### config.mk
export PLATFORM = sky130hd
export DESIGN_NAME = ex_muldiv
export DESIGN_NICKNAME = d
export VERILOG_FILES = /design/src/rtl/ex_muldiv.sv
export SDC_FILE = /design/constraint.sdc
export NUM_CORES = 1
export LEC_CHECK = 0
export ABC_AREA = 1
export BUFFER_PORTS_ARGS = -buffer_cell sky130_fd_sc_hd__buf_4
export CORE_MARGIN = 5
export CORE_UTILIZATION = 40
export CTS_CLUSTER_DIAMETER = 200
export DETAILED_ROUTE_END_ITERATION = 6
export PLACE_DENSITY = 0.62
export SLEW_MARGIN = 20
export SYNTH_ARGS = -nofsm -noshare
export SYNTH_HDL_FRONTEND = slang
export SYNTH_SLANG_ARGS = --single-unit
### constraint.sdc
create_clock -name clk -period 5.1 [get_ports clk]
set_input_delay 0.51 -clock clk [delete_from_list [all_inputs] [get_ports clk]]
set_output_delay 0.51 -clock clk [all_outputs]
set_load 0.005 [all_outputs]
### src/rtl/ex_muldiv.sv
`default_nettype none
// ============================================================================
//  Module   : ex_muldiv
//  Purpose  : Iterative RV32M multiply/divide unit beside the EX-stage ALU.
//             Radix-2 shift-add multiply and restoring divide work on operand
//             magnitudes, one result bit per cycle. The sign fix-up is applied
//             on the edge that enters DONE. Divide-by-zero and signed overflow
//             skip the iteration and finish on the accepting edge.
//  Ports    : clk, rst (async, active high), flush (sync kill)
//             in_valid/in_ready, op[2:0] (funct3), r1, r2, rd, rd_enable
//             out_valid/out_ready, result, rd_addr_o, rd_enable_o, busy
//  Config   : MULDIV_FAST_MUL_EN - multiplies use a single-cycle combinational
//             product (latency 1); divides remain iterative.
//  Revision : 1.0 - initial release
// ============================================================================
module ex_muldiv #(
  parameter int XLEN  = 32,
  parameter int CNT_W = 6
) (
  input  logic            clk,
  input  logic            rst,
  input  logic            flush,
  input  logic            in_valid,
  output logic            in_ready,
  input  logic [2:0]      op,
  input  logic [XLEN-1:0] r1,
  input  logic [XLEN-1:0] r2,
  input  logic [4:0]      rd,
  input  logic            rd_enable,
  output logic            out_valid,
  input  logic            out_ready,
  output logic [XLEN-1:0] result,
  output logic [4:0]      rd_addr_o,
  output logic            rd_enable_o,
  output logic            busy
);

  localparam logic [1:0] ST_IDLE = 2'd0;
  localparam logic [1:0] ST_CALC = 2'd1;
  localparam logic [1:0] ST_DONE = 2'd2;

  logic [1:0]        state;
  logic [2:0]        op_q;
  logic              neg_q;    // negate product / quotient
  logic              neg_r;    // negate remainder (dividend sign)
  logic [XLEN-1:0]   mag_b;    // multiplicand or divisor magnitude
  logic [2*XLEN-1:0] acc;      // mul: {partial sum, multiplier}; div: low half = dividend/quotient
  logic [XLEN-1:0]   rem;      // partial remainder; always < divisor so XLEN bits hold it
  logic [CNT_W-1:0]  count;

  // Operand sign decode: op[2] selects divide, op[0] marks unsigned divide.
  logic w_sgn1, w_sgn2, w_s1, w_s2;
  logic [XLEN-1:0] w_mag1, w_mag2;
  assign w_sgn1 = op[2] ? !op[0] : (op != 3'd3);
  assign w_sgn2 = op[2] ? !op[0] : !op[1];
  assign w_s1   = w_sgn1 && r1[XLEN-1];
  assign w_s2   = w_sgn2 && r2[XLEN-1];
  assign w_mag1 = w_s1 ? (~r1 + 1'b1) : r1;
  assign w_mag2 = w_s2 ? (~r2 + 1'b1) : r2;

  logic w_accept, w_div0, w_ovf;
  logic [XLEN-1:0] w_special;
  assign w_accept = in_valid && in_ready && !flush;
  assign w_div0   = op[2] && (r2 == '0);
  assign w_ovf    = op[2] && !op[0] && (r1 == {1'b1, {(XLEN-1){1'b0}}}) && (r2 == '1);
  // op[1] distinguishes REM* from DIV*.
  assign w_special = w_div0 ? (op[1] ? r1 : '1) : (op[1] ? '0 : r1);

  // Shift-add step: add multiplicand when the multiplier LSB is set, shift right.
  logic [XLEN:0]     w_sum;
  logic [2*XLEN-1:0] w_acc_mul;
  assign w_sum     = {1'b0, acc[2*XLEN-1:XLEN]} + (acc[0] ? {1'b0, mag_b} : '0);
  assign w_acc_mul = {w_sum, acc[XLEN-1:1]};

  // Restoring step on an XLEN+1-bit partial remainder; a clear borrow bit
  // means the shifted remainder was >= divisor.
  logic [XLEN:0]   w_shift, w_diff;
  logic            w_ge;
  logic [XLEN-1:0] w_rem_next, w_quo_next;
  assign w_shift    = {rem, acc[XLEN-1]};
  assign w_diff     = w_shift - {1'b0, mag_b};
  assign w_ge       = !w_diff[XLEN];
  assign w_rem_next = w_ge ? w_diff[XLEN-1:0] : w_shift[XLEN-1:0];
  assign w_quo_next = {acc[XLEN-2:0], w_ge};

  // Final value with sign fix-up, used on the last CALC edge.
  logic [2*XLEN-1:0] w_prod;
  logic [XLEN-1:0]   w_quo_fix, w_rem_fix, w_final;
  assign w_prod    = neg_q ? (~w_acc_mul + 1'b1) : w_acc_mul;
  assign w_quo_fix = neg_q ? (~w_quo_next + 1'b1) : w_quo_next;
  assign w_rem_fix = neg_r ? (~w_rem_next + 1'b1) : w_rem_next;
  assign w_final   = op_q[2] ? (op_q[1] ? w_rem_fix : w_quo_fix)
                             : ((op_q[1:0] == 2'd0) ? w_prod[XLEN-1:0] : w_prod[2*XLEN-1:XLEN]);

`ifdef MULDIV_FAST_MUL_EN
  logic [2*XLEN-1:0] w_fast_mag, w_fast_sgn;
  logic [XLEN-1:0]   w_fast_res;
  assign w_fast_mag = (2*XLEN)'(w_mag1) * (2*XLEN)'(w_mag2);
  assign w_fast_sgn = (w_s1 ^ w_s2) ? (~w_fast_mag + 1'b1) : w_fast_mag;
  assign w_fast_res = (op[1:0] == 2'd0) ? w_fast_sgn[XLEN-1:0] : w_fast_sgn[2*XLEN-1:XLEN];
`endif

  assign in_ready  = (state == ST_IDLE) && !rst;
  assign out_valid = (state == ST_DONE);
  assign busy      = (state != ST_IDLE);

  always_ff @(posedge clk or posedge rst) begin
    if (rst) begin
      state       <= ST_IDLE;
      op_q        <= '0;
      neg_q       <= 1'b0;
      neg_r       <= 1'b0;
      mag_b       <= '0;
      acc         <= '0;
      rem         <= '0;
      count       <= '0;
      result      <= '0;
      rd_addr_o   <= '0;
      rd_enable_o <= 1'b0;
    end else if (flush) begin
      state <= ST_IDLE;
    end else begin
      case (state)
        ST_IDLE: begin
          if (w_accept) begin
            op_q        <= op;
            neg_q       <= w_s1 ^ w_s2;
            neg_r       <= w_s1;
            mag_b       <= w_mag2;
            acc         <= {{XLEN{1'b0}}, w_mag1};
            rem         <= '0;
            count       <= CNT_W'(XLEN);
            rd_addr_o   <= rd;
            rd_enable_o <= rd_enable && (rd != 5'd0);
            if (w_div0 || w_ovf) begin
              result <= w_special;
              state  <= ST_DONE;
            end
`ifdef MULDIV_FAST_MUL_EN
            else if (!op[2]) begin
              result <= w_fast_res;
              state  <= ST_DONE;
            end
`endif
            else begin
              state <= ST_CALC;
            end
          end
        end
        ST_CALC: begin
          count <= count - 1'b1;
          if (op_q[2]) begin
            rem             <= w_rem_next;
            acc[XLEN-1:0]   <= w_quo_next;
          end else begin
            acc <= w_acc_mul;
          end
          if (count == CNT_W'(1)) begin
            result <= w_final;
            state  <= ST_DONE;
          end
        end
        ST_DONE: begin
          if (out_ready) state <= ST_IDLE;
        end
        default: state <= ST_IDLE;
      endcase
    end
  end

endmodule
`default_nettype wire

==> results.py <==
metrics = {
    "routing": {
        "drc": 0,
        "top_layer_used": "met4",
        "drt_first_pass_iters": 6,
        "drtIter0Drc": 2573,
        "met3_length_um": 7100,
        "ant_nets": 0,
        "m1WireLength_um": 35600,
        "routed_wl_um": 80600,
        "wl_per_cell_um": 19.8,
        "vias_per_cell": 5.51,
        "met2RoutedLength_um": 34700,
        "vias": 22431,
    },
    "floorplanning": {
        "rows": 81,
        "start_util_pct": 40.3,
        "die_w_um": 232,
        "ios": 119,
        "die_height_um": 232,
        "die_area_um2": 53700,
        "coreArea_um2": 48800,
    },
    "setup_path": {
        "startpoint": "acc[0]",
        "end_kind": "flip-flop",
        "worstReg2RegEnd": "result[7]",
        "rrSetupSlack_ns": 0.72,
        "criticalPathCategory": "reg2reg",
        "rr_worst_depth": 15,
        "start_kind": "flip-flop",
        "critPathRequiredTime_ns": 5.44,
        "cp.arrival_ns": 4.73,
        "r2r-start": "acc[0]",
        "critical_path.max_fanout": 34,
        "setup.worst_path.end": "result[7]",
    },
    "power_and_ir_drop": {
        "combPwrFrac_pct": 74.9,
        "vdd_drop_max_v": 0.000468,
        "p_per_area_nw_per_um2": 762,
        "p_seq_share_pct": 16.3,
        "netSwitchingFraction_pct": 61.1,
        "power.share.clock_pct": 8.8,
        "power.leakage_nw": 11.5,
        "p_switching_w": 0.0101,
        "power.internal_w": 0.00643,
    },
    "grt": {
        "grt_first_pass_wirelength_um": 122000,
        "grt_pass1_vias": 20496,
        "antenna_found_initial": 0,
        "track_usage_pct": 29.2,
        "gr-total-overflow": 0,
        "grt_max_degree": 79,
    },
    "clocking": {
        "cts_tree": "yes",
        "cts_resized": 0,
        "cts_buffer_depth": 2,
        "clk_pin_slew_ns": 0.09,
        "h-tree-depth": 4,
        "tritoncts_num_sinks": 179,
        "clock_latency_ns": 0.48,
        "cts_root_buf": "clkbuf_16",
        "cts_buffers": 17,
    },
    "yosys": {
        "synth-seq-cells": 179,
        "ys.flop_type": "dfrtp_1",
        "ys.warnings.count": 0,
        "synth.avg_cell_area_um2": 5.87,
        "synthArstFlopShare_pct": 100,
        "ys_types": 58,
        "syn_inst": 3354,
        "syn_nets": 3506,
        "syn_area_um2": 19700,
        "yosysSeqAreaShare_pct": 22.8,
        "synth-edff-count": 0,
    },
    "timing": {
        "fin_crit_ns": 4.38,
        "setup_violations": 0,
        "finalMaxSlewViolations": 0,
        "max_freq_mhz": 228,
        "tightest_slew_ns": 0.995,
        "clock_skew_ns": 0.0177,
        "setup_tns_ns": 0,
        "finalHoldViolCount": 0,
        "rsz0062_at_grt": "no",
        "timing.final.crit_share_pct": 85.9,
        "slew_headroom_pct": 33.5,
    },
    "placement": {
        "dp.cells": 4039,
        "routabilityCongestion": 0.975,
        "hpwl_um": 65000,
        "port_buffers": 118,
    },
    "cells_and_area": {
        "nets": 3547,
        "area_growth_pct": 10.4,
        "fin_cells": 4072,
        "diodes": 0,
        "drive_gt1_share_pct": 8.16,
    },
    "worst_hold_path": {
        "hold_path_class": "in2reg",
    },
    "run": {
        "cap_violations": 0,
    },
    "status": {
        "outcome": "finished, final reports clean",
    },
}
==> how the worst min path moves through the flow <==
stage,depth (start not counted),from,end
after floorplan,2,op_q[0],op_q[0]
after global placement,2,rd_addr_o[3],rd_addr_o[3]
after detailed placement,2,rd_addr_o[3],rd_addr_o[3]
after CTS,3,rd[4],rd_addr_o[4]
after global routing,3,rd[2],rd_addr_o[2]
final,3,rd[3],rd_addr_o[3]
==> area by class of cell <==
| cell class | count | area, um2 |
|---|---|---|
| inverter | 481 | 1810 |
| clock buffer | 17 | 425 |
| multi-input combinational | 2570 | 12800 |
| fill | 5481 | 27100 |
| sequential | 179 | 4480 |
| tap | 664 | 831 |
| timing repair buffer | 146 | 1120 |
| clock inverter | 15 | 215 |
==> layer usage <==
layer	global-route usage, %	vias to the layer above
met4	10.9	0
li1	-	10975
met1	41.4	10268
met2	44.4	1062
met3	5.38	126
met5	0	-
==> synth_stat cells, types with 9 or more instances <==
cell type | number | area [um2]
a31oi_1 | 10 | 62.6
dfrtp_1 | 179 | 4480
xnor2_1 | 14 | 123
inv_1 | 470 | 1760
nand4_1 | 43 | 269
nand3_1 | 255 | 1280
o21ai_0 | 265 | 1330
ha_1 | 72 | 901
a22oi_1 | 31 | 233
nand2_1 | 1013 | 3800
o211ai_1 | 32 | 240
nor2_1 | 349 | 1310
nor4_1 | 11 | 68.8
clkbuf_1 | 88 | 330
o21ai_1 | 9 | 45.0
a221oi_1 | 33 | 289
o22ai_1 | 32 | 200
nor3_1 | 38 | 190
xor2_1 | 59 | 517
nand3b_1 | 21 | 158
a21oi_1 | 165 | 826
buf_2 | 10 | 50.1
nand2_2 | 41 | 257
==> worst max-delay path, cell delays in order (launching register included) <==
cell	delay, ns
dfrtp_1	0.37
buf_4	0.39
nand2_1	0.30
inv_1	0.15
ha_1	0.30
a21oi_1	0.20
o21ai_1	0.22
nand2_1	0.11
nand2_1	0.11
xnor2_1	0.59
and2_1	0.26
nand2_2	0.09
a21oi_1	0.31
o22ai_1	0.17
a211oi_1	0.52
a21oi_1	0.13
==> registers in the layout, indices dropped and copies added, names as in the netlist, 2 cells and up <==
signal / cells
state: 2
mag_b: 32
result: 32
count: 6
op_q: 3
rem: 32
rd_addr_o: 5
acc: 64
==> power groups by stage <==
stage	clock, W	sequential, W	combinational, W
6_report	0.00146	0.00270	0.0124
5_1_grt	0.00152	0.00275	0.0137
4_1_cts	0.00147	0.00266	0.0122
3_5_place_dp	0	0.00269	0.0121
3_3_place_gp	0	0.00268	0.0121
2_1_floorplan	0	0.00238	0.00859
==> kinds of logic after synthesis <==
kind of cell	Yosys count	synth area share, %
xor gates and xnor gates	73	3.25
buffers and inverters	605	12.1
adders and majority gates	74	4.78
and+or+nand+nor	1812	39.2
AOI/OAI and AO/OA	611	17.9
DFF	179	22.8
==> timing repair <==
action / in CTS / in global routing
hold endpoints to repair: 7 / 0
hold buffers: 1 / 0
buffers inserted: 0 / 0
==> cells in the final DEF, fill, tap and decap left out, types with 10 or more instances in the layout <==
cell type,n
nand2_1,1012
inv_1,468
nor2_1,346
o21ai_0,265
nand3_1,254
dfrtp_1,178
a21oi_1,165
buf_4,143
ha_1,72
xor2_1,59
nand4_1,43
nand2_2,41
nor3_1,38
a221oi_1,33
o211ai_1,32
o22ai_1,32
a22oi_1,31
nand3b_1,21
clkbuf_16,17
xnor2_1,14
nor4_1,11
a31oi_1,10
==> metrics by stage <==
| stage | util, % | instance area (um2) | hold WS (ns) | total power, W | setup WS [ns] |
|---|---|---|---|---|---|
| 2_1_floorplan | - | 19700 | 0.454 | 0.0110 | 1.78 |
| 3_3_place_gp | 43.2 | 21100 | 0.471 | 0.0148 | 0.809 |
| 3_5_place_dp | 43.2 | 21100 | 0.471 | 0.0148 | 0.908 |
| 4_1_cts | 44.5 | 21700 | 0.212 | 0.0163 | 0.844 |
| 5_1_grt | 44.5 | 21700 | 0.227 | 0.0180 | 0.464 |
| 6_report | 44.5 | 21700 | 0.234 | 0.0166 | 0.718 |
Note: power is estimated with default switching activity, not from simulation.
